## src/rtl/hls_deadlock_pkg.sv

```systemverilog
// Shared types for the HLS deadlock report arbiter: FSM state,
// report bundle and the round-robin pick used by the grant stage.
package hls_deadlock_pkg;

   typedef enum logic [1:0] {
      IDLE,
      GRANT,
      REPORT
   } state_e;

   localparam int PERSIST_DEF = 16;
   localparam int IDX_W_MAX   = 5;
   localparam int TS_W_MAX    = 64;

   typedef struct packed {
      logic [IDX_W_MAX-1:0] idx;
      logic [TS_W_MAX-1:0]  ts;
   } rpt_t;

   // First set request at or above ptr, wrapping at n.
   function automatic logic [IDX_W_MAX-1:0] rr_pick(
      input logic [31:0]          req,
      input logic [IDX_W_MAX-1:0] ptr,
      input int unsigned          n
   );
      logic [IDX_W_MAX-1:0] pick;
      logic                 found;
      int unsigned          j;
      pick  = '0;
      found = 1'b0;
      for (int unsigned k = 0; k < 32; k++) begin
         j = 32'(ptr) + k;
         if (j >= n) j = j - n;
         if (k < n && !found && req[j[4:0]]) begin
            pick  = j[4:0];
            found = 1'b1;
         end
      end
      return pick;
   endfunction

endpackage

```

## src/rtl/hls_deadlock_report_arbiter_if.sv

```systemverilog
// Valid/ready report channel from the arbiter to the readout path.
interface hls_deadlock_report_arbiter_if #(
   parameter int IDX_W = 3,
   parameter int TS_W  = 32
);
   logic             rpt_valid;
   logic             rpt_ready;
   logic [IDX_W-1:0] rpt_idx;
   logic [TS_W-1:0]  rpt_ts;

   modport master (
      output rpt_valid,
      output rpt_idx,
      output rpt_ts,
      input  rpt_ready
   );

   modport slave (
      input  rpt_valid,
      input  rpt_idx,
      input  rpt_ts,
      output rpt_ready
   );
endinterface

```

## src/rtl/hls_deadlock_persist_filter.sv

```systemverilog
// Persistence filter for one monitor flag: pulses confirm once
// when the flag has been held for PERSIST consecutive cycles.
module hls_deadlock_persist_filter #(
   parameter int PERSIST = 16
) (
   input  logic clock,
   input  logic reset,
   input  logic enable,
   input  logic clear,
   input  logic blk,
   output logic confirm
);

   localparam logic [7:0] CNT_TOP  = 8'(PERSIST);
   localparam logic [7:0] CNT_LAST = 8'(PERSIST - 1);

   logic [7:0] cnt_q, cnt_d;
   logic       run;

   always_comb begin
      run   = enable && blk && !clear;
      cnt_d = cnt_q;
      if (!run) cnt_d = '0;
      else if (cnt_q != CNT_TOP) cnt_d = cnt_q + 8'd1;
      confirm = run && (cnt_q == CNT_LAST);
   end

   always_ff @(posedge clock) begin
      if (reset) cnt_q <= '0;
      else       cnt_q <= cnt_d;
   end

endmodule

```

## src/rtl/hls_deadlock_report_arbiter.sv

```systemverilog
// Collects confirmed deadlocks from all monitors and serialises
// them round-robin onto a single valid/ready report channel.
module hls_deadlock_report_arbiter
   import hls_deadlock_pkg::*;
#(
   parameter int NUM_MON = 8,
   parameter int IDX_W   = 3,
   parameter int PERSIST = PERSIST_DEF,
   parameter int TS_W    = 32
) (
   input  logic                 clock,
   input  logic                 reset,
   input  logic                 enable,
   input  logic                 clear,
   input  logic [NUM_MON-1:0]   mon_block,
   hls_deadlock_report_arbiter_if.master rpt,
   output logic [NUM_MON-1:0]   sticky,
   output logic                 deadlock_any
);

   state_e             state_q, state_d;
   logic [TS_W-1:0]    ts_q, ts_d;
   logic [NUM_MON-1:0] confirm;
   logic [NUM_MON-1:0] pending_q, pending_d;
   logic [NUM_MON-1:0] sticky_q, sticky_d;
   logic [NUM_MON-1:0] grant_mask;
   logic [TS_W-1:0]    conf_ts_q [NUM_MON];
   logic [TS_W-1:0]    conf_ts_d [NUM_MON];
   logic [IDX_W-1:0]   ptr_q, ptr_d, pick;
   rpt_t               rpt_q, rpt_d;
   logic               any_q, any_d;

   for (genvar i = 0; i < NUM_MON; i++) begin : g_flt
      hls_deadlock_persist_filter #(
         .PERSIST (PERSIST)
      ) u_flt (
         .clock   (clock),
         .reset   (reset),
         .enable  (enable),
         .clear   (clear),
         .blk     (mon_block[i]),
         .confirm (confirm[i])
      );
   end

   always_comb begin
      ts_d = ts_q;
      if (enable && ts_q != '1) ts_d = ts_q + TS_W'(1);

      pick = IDX_W'(rr_pick(32'(pending_q),
                            IDX_W_MAX'(ptr_q),
                            NUM_MON));

      state_d    = state_q;
      ptr_d      = ptr_q;
      rpt_d      = rpt_q;
      grant_mask = '0;

      unique case (state_q)
         IDLE: begin
            if (enable && |pending_q) state_d = GRANT;
         end
         GRANT: begin
            // Pending may have been cleared on the way in.
            if (|pending_q) begin
               grant_mask[pick] = 1'b1;
               rpt_d.idx = IDX_W_MAX'(pick);
               rpt_d.ts  = TS_W_MAX'(conf_ts_q[pick]);
               ptr_d = (pick == IDX_W'(NUM_MON - 1)) ?
                       '0 : pick + IDX_W'(1);
               state_d = REPORT;
            end else begin
               state_d = IDLE;
            end
         end
         REPORT: begin
            if (rpt.rpt_ready) state_d = IDLE;
         end
         default: state_d = IDLE;
      endcase

      // Grant clears first so a same-cycle confirm re-arms.
      pending_d = (pending_q & ~grant_mask) | confirm;
      conf_ts_d = conf_ts_q;
      for (int i = 0; i < NUM_MON; i++) begin
         if (confirm[i] && !(pending_q[i] && !grant_mask[i]))
            conf_ts_d[i] = ts_q;
      end

      sticky_d = sticky_q | confirm;
      if (clear) begin
         pending_d = '0;
         sticky_d  = '0;
      end
      any_d = |sticky_q;
   end

   always_ff @(posedge clock) begin
      if (reset) begin
         state_q   <= IDLE;
         ts_q      <= '0;
         pending_q <= '0;
         sticky_q  <= '0;
         conf_ts_q <= '{default: '0};
         ptr_q     <= '0;
         rpt_q     <= '0;
         any_q     <= 1'b0;
      end else begin
         state_q   <= state_d;
         ts_q      <= ts_d;
         pending_q <= pending_d;
         sticky_q  <= sticky_d;
         conf_ts_q <= conf_ts_d;
         ptr_q     <= ptr_d;
         rpt_q     <= rpt_d;
         any_q     <= any_d;
      end
   end

   assign rpt.rpt_valid = (state_q == REPORT);
   assign rpt.rpt_idx   = IDX_W'(rpt_q.idx);
   assign rpt.rpt_ts    = TS_W'(rpt_q.ts);
   assign sticky        = sticky_q;
   assign deadlock_any  = any_q;

endmodule

```

## src/flat_wrapper.sv

```systemverilog
// flat-port wrapper written by rule: the top's interface ports become plain ports
module hls_deadlock_report_arbiter_flat import hls_deadlock_pkg::*;
#(
   parameter int NUM_MON = 8,
   parameter int IDX_W   = 3,
   parameter int PERSIST = PERSIST_DEF,
   parameter int TS_W    = 32
)
  (clock, reset, enable, clear, mon_block, sticky, deadlock_any, rpt_rpt_valid, rpt_rpt_idx, rpt_rpt_ts, rpt_rpt_ready);
  hls_deadlock_report_arbiter_if #(.IDX_W(IDX_W), .TS_W(TS_W)) rpt_i ();
  input  logic clock;
  input  logic reset;
  input  logic enable;
  input  logic clear;
  input  logic [NUM_MON-1:0] mon_block;
  output logic [NUM_MON-1:0] sticky;
  output logic deadlock_any;
  output wire logic [$bits(rpt_i.rpt_valid)-1:0] rpt_rpt_valid;
  output wire logic [$bits(rpt_i.rpt_idx)-1:0] rpt_rpt_idx;
  output wire logic [$bits(rpt_i.rpt_ts)-1:0] rpt_rpt_ts;
  input wire logic [$bits(rpt_i.rpt_ready)-1:0] rpt_rpt_ready;
  assign rpt_rpt_valid = rpt_i.rpt_valid;
  assign rpt_rpt_idx = rpt_i.rpt_idx;
  assign rpt_rpt_ts = rpt_i.rpt_ts;
  assign rpt_i.rpt_ready = rpt_rpt_ready;
  hls_deadlock_report_arbiter #(.NUM_MON(NUM_MON), .IDX_W(IDX_W), .PERSIST(PERSIST), .TS_W(TS_W)) u_core (.clock(clock), .reset(reset), .enable(enable), .clear(clear), .mon_block(mon_block), .rpt(rpt_i), .sticky(sticky), .deadlock_any(deadlock_any));
endmodule
```

## config.mk

```make
export PLATFORM = sky130hd
export DESIGN_NAME = hls_deadlock_report_arbiter_flat
export DESIGN_NICKNAME = d
export VERILOG_FILES = /design/src/rtl/hls_deadlock_pkg.sv /design/src/rtl/hls_deadlock_report_arbiter_if.sv /design/src/rtl/hls_deadlock_persist_filter.sv /design/src/rtl/hls_deadlock_report_arbiter.sv /design/src/flat_wrapper.sv
export SDC_FILE = /design/constraint.sdc
export NUM_CORES = 1
export LEC_CHECK = 0
export BUFFER_PORTS_ARGS = -buffer_cell sky130_fd_sc_hd__buf_2
export CAP_MARGIN = 25
export CELL_PAD_IN_SITES_DETAIL_PLACEMENT = 0
export CELL_PAD_IN_SITES_GLOBAL_PLACEMENT = 1
export CORE_UTILIZATION = 39
export CTS_CLUSTER_SIZE = 28
export DETAILED_ROUTE_END_ITERATION = 8
export PLACE_DENSITY_LB_ADDON = 0.12
export SYNTH_ARGS = -nofsm -noshare
export SYNTH_HDL_FRONTEND = slang
export SYNTH_SLANG_ARGS = --single-unit
```

## constraint.sdc

```tcl
create_clock -name clock -period 5.3 [get_ports clock]
set_clock_uncertainty 0.2 [all_clocks]
set_input_delay 1.06 -clock clock [delete_from_list [all_inputs] [get_ports clock]]
set_output_delay 1.06 -clock clock [all_outputs]
set_load 0.02 [all_outputs]
```

==> flow_metrics.env <==
export IMPL_gp_congestion=0.866
export IMPL_cts_buffers=48
export IMPL_grt_setup_unrepaired="no"
export IMPL_viasPerCell=5.29
export IMPL_syn_area_per_cell_sq_um=9.11
export IMPL_path_depth=12
export IMPL_multiInputGateArea_sq_mm=0.00999
export IMPL_path_cells="inv_1, ha_1, mux4_2, mux2i_1, o211ai_1, nor3_1, a211oi_1, a32o_4, o41a_2, buf_4, nand3b_1, o21ai_1"
export IMPL_crit_buf_inv=2
export IMPL_crit_slowest_cell="mux4_2"
export IMPL_worstSkewPairLatency_ps=580
export IMPL_p_seq_frac=0.476
export IMPL_fillers=4725
export IMPL_layout_common_cells="dfxtp_1 (409), nor2_1 (210), nand2b_1 (200), mux2i_1 (199), nand2_1 (172)"
export IMPL_drv_slew=0
export IMPL_synth_distinct_cells=66
export IMPL_p_clk_frac=0.508
export IMPL_relSlewSlack=0.482
export IMPL_outcome="complete, but fails checks"
export IMPL_switching_share=0.212
export IMPL_die_h_microns=222
export IMPL_ys_seq_elements=409
export IMPL_startpoint="u_core.ptr_q[1]"
export IMPL_finalSetupViolations=0
export IMPL_synthesis_area_sq_mm=0.0188
export IMPL_register_area_sq_mm=0.00819
export IMPL_cts_setup_buffers=0
export IMPL_cts_root_buf="clkbuf_16"
export IMPL_min_period_ps=4380
export IMPL_hold_buffers=0
export IMPL_drive_gt1_frac=0.0918
export IMPL_yosysWarnings=0
export IMPL_async_flop_share=0
export IMPL_die_area_sq_mm=0.0492
export IMPL_syn_inst=2067
export IMPL_grt_overflow=0
export IMPL_path_max_fanout=64
export IMPL_initial_core_util=0.395
export IMPL_finalHoldViolations=0
export IMPL_comb_power_share=0.016
export IMPL_fin_total_pwr_w=0.00647
export IMPL_core_area_sq_mm=0.0476
export IMPL_first_pass_iters=7
export IMPL_r2r_cells=12
export IMPL_syn_nets=2105
export IMPL_vias=14400
export IMPL_tightest_slew_ps=775
export IMPL_wl_per_cell_microns=17.5
export IMPL_cp_data_arrival_time_ps=4620
export IMPL_io_pins=58
export IMPL_grt_max_degree=131
export IMPL_required_ps=5540
export IMPL_crit_type="reg2reg"
export IMPL_power_density_mw_per_mm2=304
export IMPL_drt_total_wl_microns=47400
export IMPL_htreeDepth=2
export IMPL_antenna_cells=0
export IMPL_final_setup_tns_ps=0
export IMPL_grt_pass1_wl_microns=77400
export IMPL_reg2reg_from="u_core.ptr_q[1]"
export IMPL_hp_class="reg2reg"
export IMPL_die_w_microns=222
export IMPL_vdd_drop_max_uv=194
export IMPL_cts_tree="yes"
export IMPL_antenna_left=0
export IMPL_io_buffers=57
export IMPL_placementRows=80
export IMPL_clk_path_buf_depth=3
export IMPL_dr_first_iter_drc_count=983
export IMPL_clkSinkCount=409
export IMPL_p_int_w=0.00510
export IMPL_endpoint_kind="flop"
export IMPL_yosysSeqAreaShare=0.435
export IMPL_dp_final_hpwl_microns=27200
export IMPL_synthFlopType="dfxtp_1"
export IMPL_final_common_cell="dfxtp_1"
export IMPL_cp_top_family="compound AO/OA/AOI/OAI gates"
export IMPL_crit_end="u_core.conf_ts_q[7]"
export IMPL_rrSetupSlack_ps=920
export IMPL_violations="DRC"
export IMPL_drc=1
export IMPL_p_leak_nw=7.85
export IMPL_cp_start_kind="flop"
export IMPL_synth_edf_count=0
export IMPL_fmax_mhz=228
export IMPL_clk_transition_reported_paths_ps=60
export IMPL_drv_cap=0
export IMPL_p_switching_w=0.00137
export IMPL_antenna_found_initial=0
export IMPL_min_period_over_period=0.827
export IMPL_cts_resized_gates=0
export IMPL_grt_pass1_vias=14100
export IMPL_nNetsFinal=2104
export IMPL_rr_endpoint="u_core.conf_ts_q[7]"
export IMPL_critical_path_max_stage_delay_ps=590
export IMPL_grt_usage=0.193
export IMPL_area_growth_pct=13.1
per-stage QoR:
| stage | hold WS, ps | utilization | setup WS (ps) | instances | instance area [sq um] |
|---|---|---|---|---|---|
| after global placement | 258 | 0.414 | 1070 | 2631 | 19700 |
| after floorplan | 249 | - | 1220 | 2067 | 18800 |
| final | 269 | 0.447 | 917 | 2717 | 21300 |
| after CTS | 273 | 0.447 | 951 | 2717 | 21300 |
| after global routing | 290 | 0.447 | 680 | 2717 | 21300 |
| after detailed placement | 261 | 0.414 | 969 | 2631 | 19700 |
routing by layer:
metal  part of all wire  global-route usage  vias up
met1               0.49               0.264     6891
met4              0.017              0.0477        0
met3              0.035              0.0317       58
li1                   -                   -     7193
met5                  0                   0        -
met2               0.46               0.316      231
logic make-up after synthesis:
kind of cell,count (synthesis),share of synthesized area
AOI/OAI and AO/OA,334,0.119
xor gates and xnor gates,88,0.0409
adders and majority gates,25,0.0166
buffers and inverters,166,0.0389
DFF,409,0.435
muxes,214,0.121
and+or+nand+nor,831,0.229
flip-flops by register name (all words and copies together), names as in the netlist:
signal,cells
u_core.state_q,2
u_core.conf_ts_q,256
u_core.rpt.rpt_idx,3
u_core.rpt.rpt_ts,32
u_core.g_flt.u_flt.cnt_q,64
u_core.deadlock_any,1
u_core.sticky,8
u_core.ts_q,32
u_core.pending_q,8
u_core.ptr_q,3
power groups by stage:
stage,sequential [W],combinational [W],clock [W]
2_1_floorplan,0.00315,0.0000783,0
4_1_cts,0.00308,0.000107,0.00339
6_report,0.00308,0.000105,0.00329
3_5_place_dp,0.00315,0.000107,0
3_3_place_gp,0.00315,0.000107,0
5_1_grt,0.00308,0.000115,0.00351
layout make-up:
class / instances / area share
multi-input combinational: 1492 / 0.469
timing repair buffer: 86 / 0.0317
clock inverter: 12 / 0.00734
sequential: 409 / 0.384
tap: 615 / 0.0361
clock buffer: 74 / 0.0662
inverter: 29 / 0.00511
worst reg2reg max path, stage by stage, from the launching register on:
cell and delay, ps:
dfxtp_1 320, inv_1 90, ha_1 440, mux4_2 590, mux2i_1 330, o211ai_1 220
nor3_1 410, a211oi_1 150, a32o_4 390, o41a_2 490, buf_4 350, nand3b_1 200
o21ai_1 80
synth_stat cells, drive strengths merged (4+ instances only):
cell type / count / share of area
a22oi: 33 / 0.013
a21oi: 94 / 0.025
a32oi: 35 / 0.017
ha: 25 / 0.017
nor3: 16 / 0.0043
and4: 5 / 0.0023
nor2: 210 / 0.042
or3: 8 / 0.0029
nand4: 14 / 0.0047
nor4: 7 / 0.0023
or2: 5 / 0.0017
mux2i: 200 / 0.11
mux2: 4 / 0.0024
nand3b: 96 / 0.038
o21ai: 111 / 0.029
nand2: 174 / 0.035
nand3: 55 / 0.015
nor2b: 6 / 0.0020
clkbuf: 76 / 0.015
o221a: 33 / 0.020
dfxtp: 409 / 0.43
mux4: 10 / 0.012
xor2: 54 / 0.025
xnor2: 34 / 0.016
inv: 29 / 0.0058
and3: 23 / 0.0076
buf: 61 / 0.018
nand2b: 200 / 0.066
how the worst min path moves through the flow:
stage | startpoint | cells past startpoint | slack, ps | endpoint
3_5_place_dp | u_core.conf_ts_q[142] | 2 | 260 | u_core.conf_ts_q[142]
6_report | u_core.conf_ts_q[146] | 2 | 270 | u_core.conf_ts_q[146]
5_1_grt | u_core.conf_ts_q[106] | 2 | 290 | u_core.conf_ts_q[106]
4_1_cts | u_core.conf_ts_q[146] | 2 | 270 | u_core.conf_ts_q[146]
3_3_place_gp | u_core.conf_ts_q[151] | 2 | 260 | u_core.conf_ts_q[151]
2_1_floorplan | u_core.conf_ts_q[100] | 2 | 250 | u_core.conf_ts_q[100]
(Power assumes the default switching activity.)
